**src/rtl/brain_pkg.sv**
```systemverilog
// ============================================================================
// Module      : brain_pkg
// Description : Shared weight-bank geometry and weight loader state encoding.
// Revision    : 1.0 - initial release
// ============================================================================
`default_nettype none

package brain_pkg;

    localparam int c_num_weights = 30;
    localparam int c_data_w      = 8;
    localparam int c_addr_w      = 5;

    typedef enum logic [2:0] {
        ST_IDLE  = 3'd0,
        ST_LOAD  = 3'd1,
        ST_CHECK = 3'd2,
        ST_FLUSH = 3'd3,
        ST_DONE  = 3'd4
    } loader_state_t;

endpackage : brain_pkg

`default_nettype wire

```
**src/rtl/weight_checksum.sv**
```systemverilog
// ============================================================================
// Module      : weight_checksum
// Description : Modulo-2^DATA_W running sum of weights with a sticky compare
//               against a trailing checksum byte.
// Revision    : 1.0 - initial release
// ============================================================================
`default_nettype none

module weight_checksum
    import brain_pkg::*;
#(
    parameter int DATA_W = c_data_w
) (
    input  logic              clk,
    input  logic              rst_n,
    input  logic              clr,
    input  logic              add,
    input  logic              cmp,
    input  logic [DATA_W-1:0] data,
    output logic              err
);

    logic [DATA_W-1:0] r_acc;
    logic              r_err;

    always_ff @(posedge clk) begin
        if (!rst_n) begin
            r_acc <= '0;
            r_err <= 1'b0;
        end else if (clr) begin
            r_acc <= '0;
            r_err <= 1'b0;
        end else begin
            if (add) begin
                r_acc <= r_acc + data;
            end
            if (cmp) begin
                r_err <= (data != r_acc);
            end
        end
    end

    assign err = r_err;

endmodule : weight_checksum

`default_nettype wire

```
**src/rtl/weight_loader.sv**
```systemverilog
// ============================================================================
// Module      : weight_loader
// Description : Start-triggered write master that streams NUM_WEIGHTS weights
//               into a WeightRegBank at addresses 0..NUM_WEIGHTS-1.
//               Optional trailing checksum: WEIGHT_LOADER_CHECKSUM_EN.
// Revision    : 1.0 - initial release
// ============================================================================
`default_nettype none

module weight_loader
    import brain_pkg::*;
#(
    parameter int NUM_WEIGHTS = c_num_weights,
    parameter int DATA_W      = c_data_w,
    parameter int ADDR_W      = c_addr_w
) (
    input  logic              clk,
    input  logic              rst_n,
    input  logic              start,
    input  logic [DATA_W-1:0] inData,
    input  logic              inValid,
    output logic              inReady,
    output logic [DATA_W-1:0] wData,
    output logic [ADDR_W-1:0] wAddr,
    output logic              wWrite,
    output logic              busy,
    output logic              done,
    output logic              checksumErr
);

    localparam logic [ADDR_W-1:0] c_last_addr = ADDR_W'(NUM_WEIGHTS - 1);

    loader_state_t     r_state;
    loader_state_t     w_state_nxt;
    logic [ADDR_W-1:0] r_cnt;
    logic [DATA_W-1:0] r_wdata;
    logic [ADDR_W-1:0] r_waddr;
    logic              r_wwrite;

    logic w_ready;
    logic w_busy;
    logic w_done;
    logic w_accept;
    logic w_wt_accept;
    logic w_last;
    logic w_start;

    // Accept qualifiers; the checksum byte is accepted but never written.
    always_comb begin
        w_accept    = inValid && w_ready;
        w_wt_accept = w_accept && (r_state == ST_LOAD);
        w_last      = w_wt_accept && (r_cnt == c_last_addr);
        w_start     = start && ((r_state == ST_IDLE) || (r_state == ST_DONE));
    end

    always_comb begin
        w_state_nxt = r_state;
        w_ready     = 1'b0;
        w_busy      = 1'b0;
        w_done      = 1'b0;
        case (r_state)
            ST_IDLE: begin
                if (w_start) begin
                    w_state_nxt = ST_LOAD;
                end
            end
            ST_LOAD: begin
                w_ready = 1'b1;
                w_busy  = 1'b1;
                if (w_last) begin
`ifdef WEIGHT_LOADER_CHECKSUM_EN
                    w_state_nxt = ST_CHECK;
`else
                    w_state_nxt = ST_FLUSH;
`endif
                end
            end
            ST_CHECK: begin
                w_ready = 1'b1;
                w_busy  = 1'b1;
                if (w_accept) begin
                    w_state_nxt = ST_FLUSH;
                end
            end
            ST_FLUSH: begin
                w_busy      = 1'b1;
                w_state_nxt = ST_DONE;
            end
            ST_DONE: begin
                w_done = 1'b1;
                if (w_start) begin
                    w_state_nxt = ST_LOAD;
                end
            end
            default: begin
                w_state_nxt = ST_IDLE;
            end
        endcase
    end

    // Counter saturates at the last address so no out-of-range write is possible.
    always_ff @(posedge clk) begin
        if (!rst_n) begin
            r_state  <= ST_IDLE;
            r_cnt    <= '0;
            r_wdata  <= '0;
            r_waddr  <= '0;
            r_wwrite <= 1'b0;
        end else begin
            r_state  <= w_state_nxt;
            r_wwrite <= w_wt_accept;
            if (w_start) begin
                r_cnt <= '0;
            end else if (w_wt_accept && !w_last) begin
                r_cnt <= r_cnt + 1'b1;
            end
            if (w_wt_accept) begin
                r_wdata <= inData;
                r_waddr <= r_cnt;
            end
        end
    end

`ifdef WEIGHT_LOADER_CHECKSUM_EN
    logic w_ck_err;

    weight_checksum #(
        .DATA_W (DATA_W)
    ) u_checksum (
        .clk   (clk),
        .rst_n (rst_n),
        .clr   (w_start),
        .add   (w_wt_accept),
        .cmp   (w_accept && (r_state == ST_CHECK)),
        .data  (inData),
        .err   (w_ck_err)
    );

    assign checksumErr = w_ck_err;
`else
    assign checksumErr = 1'b0;
`endif

    assign inReady = w_ready;
    assign busy    = w_busy;
    assign done    = w_done;
    assign wData   = r_wdata;
    assign wAddr   = r_waddr;
    assign wWrite  = r_wwrite;

endmodule : weight_loader

`default_nettype wire

```
**config.mk**
```make
export PLATFORM = sky130hd
export DESIGN_NAME = weight_loader
export DESIGN_NICKNAME = d
export VERILOG_FILES = /design/src/rtl/brain_pkg.sv /design/src/rtl/weight_checksum.sv /design/src/rtl/weight_loader.sv
export SDC_FILE = /design/constraint.sdc
export NUM_CORES = 1
export LEC_CHECK = 0
export CORE_MARGIN = 4
export CORE_UTILIZATION = 45
export CTS_CLUSTER_DIAMETER = 50
export CTS_CLUSTER_SIZE = 16
export DETAILED_ROUTE_END_ITERATION = 12
export PLACE_DENSITY_LB_ADDON = 0.25
export SLEW_MARGIN = 20
export SYNTH_ARGS = -nofsm -noshare
export SYNTH_HDL_FRONTEND = slang
export SYNTH_SLANG_ARGS = --single-unit
```
**constraint.sdc**
```tcl
create_clock -name clk -period 1.9 [get_ports clk]
set_input_delay 0.285 -clock clk [delete_from_list [all_inputs] [get_ports clk]]
set_output_delay 0.285 -clock clk [all_outputs]
set_load 0.01 [all_outputs]
```
==> results.toml <==
[layout]
multiInputGateArea_um2 = 470
layout-drive-gt1-share_pct = 8.70
regArea_um2 = 443
area_growth_pct = 35.9
n_antenna_cell = 0
fin_util_pct = 65.8
final_nets = 153
fill_cells = 188

[power_and_ir_drop]
power_frac_clock_pct = 37.5
p_switching_w = 0.000196
leakage_nw = 0.469
p_sw_share_pct = 20.7
intPower_w = 0.000749
p_seq_share_pct = 51.0
vdd_drop_max_v = 0.000361
power_per_cell_area_nw_per_um2 = 718
combPwrFrac_pct = 11.5

[setup_path]
worstPathRequired_ns = 1.62
path_buf_inv = 1
worst_setup_path_start_kind = "flop"
worstPathArrival_ns = 1.53
slowest_stage = "clkdlybuf4s50_1"
crit_type = "reg2out"
path_delay_family = "buffers and inverters"
cpPeakStageDelay_ns = 0.53
endpoint_kind = "primary output"
crit_fanout = 9
crit_path_cell_trace = "nor2_1 > and2_1 > clkdlybuf4s50_1"

[floorplan]
dieArea_um2 = 2960
start_util_pct = 48.4
die_w_um = 54.4
ios = 30
core_um2 = 2000
rows = 16
die_h_um = 54.4

[timing]
setup-tns-final_ns = 0
setup_viol = 0
fmax_mhz = 551
rsz0062_at_grt = "no"
hold_viol = 0
skew_ns = 0.00152
fin_crit_sh_pct = 95.5
slew_viol_final = 0
period_needed_ns = 1.81

[synthesis]
async_reset_ff_share_pct = 0
synth_edf_count = 0
yosysUniqueCellTypes = 33
synth.avg_cell_area_um2 = 8.80
syn_inst = 110
syn_area_um2 = 968
yosysWarnings = 0
ys_seq_area_share_pct = 45.5
yosys_register_bits = 22
syn_nets = 124
ys.flop_type = "dfxtp_1"

[clock_network]
path_clk_slew_ns = 0.12
cts_tree = "yes"
cts_max_level = 1
cts_root_buffer = "clkbuf_4"
clock_sinks = 22
post_cts_buffers = 0
numCtsBuffers = 3
clk_latency_ns = 0.30
clockBufferDepth = 2

[drt]
routedWlPerCell_um = 11.8
totalWireLength_um = 1940
num_vias = 844
drc = 0
ant_nets = 0
viasPerCell = 5.12
drt_iter0_markers = 16
dr.pass1.iters = 4

[placed_design]
port_buffers = 28
dp_hpwl_um = 1460
gp_congestion = 0.688

[global_routing]
track_usage_pct = 14.9
grt_pass1_wl_um = 3260
grt_pass1_vias = 797
grt_max_degree = 14
grt.overflow.total = 0
antenna_found_initial = 0

[worst_hold_path]
worstHoldPathType = "reg2reg"

[outcome]
outcome = "finished, final reports clean"

[flow_run]
cap_violations = 0
[path summary, 6_finish.rpt]
check	from	slack (ns)	endpoint	depth (start not counted)
min reg2reg	wData[0]$_SDFFE_PN0P_	0.46	wData[0]$_SDFFE_PN0P_	2
min	wData[0]$_SDFFE_PN0P_	0.46	wData[0]$_SDFFE_PN0P_	2
max	r_state[1]$_SDFFE_PN0P_	0.09	done	3
max reg2reg	r_cnt[1]$_SDFFE_PP0P_	0.27	r_cnt[3]$_SDFFE_PP0P_	5
[placed cells by master (no fill, tap or decap), drive strengths merged, types with 3 or more instances in the layout]
cell           instances
nand2                 27
clkdlybuf4s50         27
nand3b                 3
a21boi                15
buf                    4
a21oi                  5
dfxtp                 22
clkbuf                 3
nor2                   3
[power groups by stage]
stage	clock [W]	sequential (W)	combinational (W)
2_1_floorplan	0	0.000495	0.0000482
3_3_place_gp	0	0.000492	0.000108
3_5_place_dp	0	0.000492	0.000110
4_1_cts	0.000358	0.000482	0.000111
5_1_grt	0.000372	0.000484	0.000121
6_report	0.000354	0.000482	0.000109
[worst min-delay path: stages (launching register included)]
cell      delay, ns
dfxtp_1        0.33
nand2_1        0.05
a21boi_1       0.05
[stage by stage]
stage               hold WS [ns]  cell area, um^2  instances  total power (W)  setup WS [ns]
floorplan                  0.420              968        110         0.000543          0.355
global placement           0.440             1260        161         0.000600          0.235
global route               0.494             1320        165         0.000977         0.0123
finish                     0.460             1320        165         0.000945         0.0861
CTS                        0.463             1310        165         0.000951         0.0244
detailed placement         0.446             1260        161         0.000602          0.178
[logic make-up after synthesis]
family	after synthesis	synth area share, %
compound gates	28	20.4
fa+ha+maj	2	2.58
buf+inv	9	5.94
flops	22	45.5
other cells	1	0.387
simple gates	48	25.2
[state kept, by name (all words and copies together) (netlist names)]
register  cells
wWrite        1
r_state       3
r_cnt         5
wData         8
wAddr         5
[Yosys cell counts, types with 2 or more instances]
cell type | instances | share of area, %
nand2_1 | 27 | 10
buf_6 | 2 | 2.3
dfxtp_1 | 22 | 45
ha_1 | 2 | 2.6
a21boi_1 | 10 | 7.8
a21oi_1 | 5 | 2.6
buf_2 | 4 | 2.1
nor2_1 | 3 | 1.2
nand2b_1 | 2 | 1.3
a21boi_0 | 5 | 3.9
and2_1 | 2 | 1.3
a211oi_1 | 2 | 1.5
nand3_1 | 2 | 1.0
nand3b_1 | 3 | 2.3
[timing repair]
| item | in CTS | in global routing |
|---|---|---|
| endpoints found under the setup margin | 0 | 3 |
| hold buffers | 0 | 0 |
| resized for setup | 0 | 3 |
[layer usage]
layer / up-vias / global-route usage (%) / share of wire (%)
met5: - / 0 / 0
li1: 430 / - / -
met1: 378 / 15.2 / 44
met4: 0 / 6.22 / 0.62
met2: 34 / 28.7 / 48
met3: 2 / 3.27 / 7.6
[cell type report]
cell class,instances,area share [%]
Sequential cell,22,33.7
Multi-Input combinational cell,79,35.7
Clock inverter,1,2.28
Tap cell,27,2.57
Timing Repair Buffer,32,23.8
Inverter,1,0.285
Clock buffer,3,1.71
(Power assumes the default switching activity.)
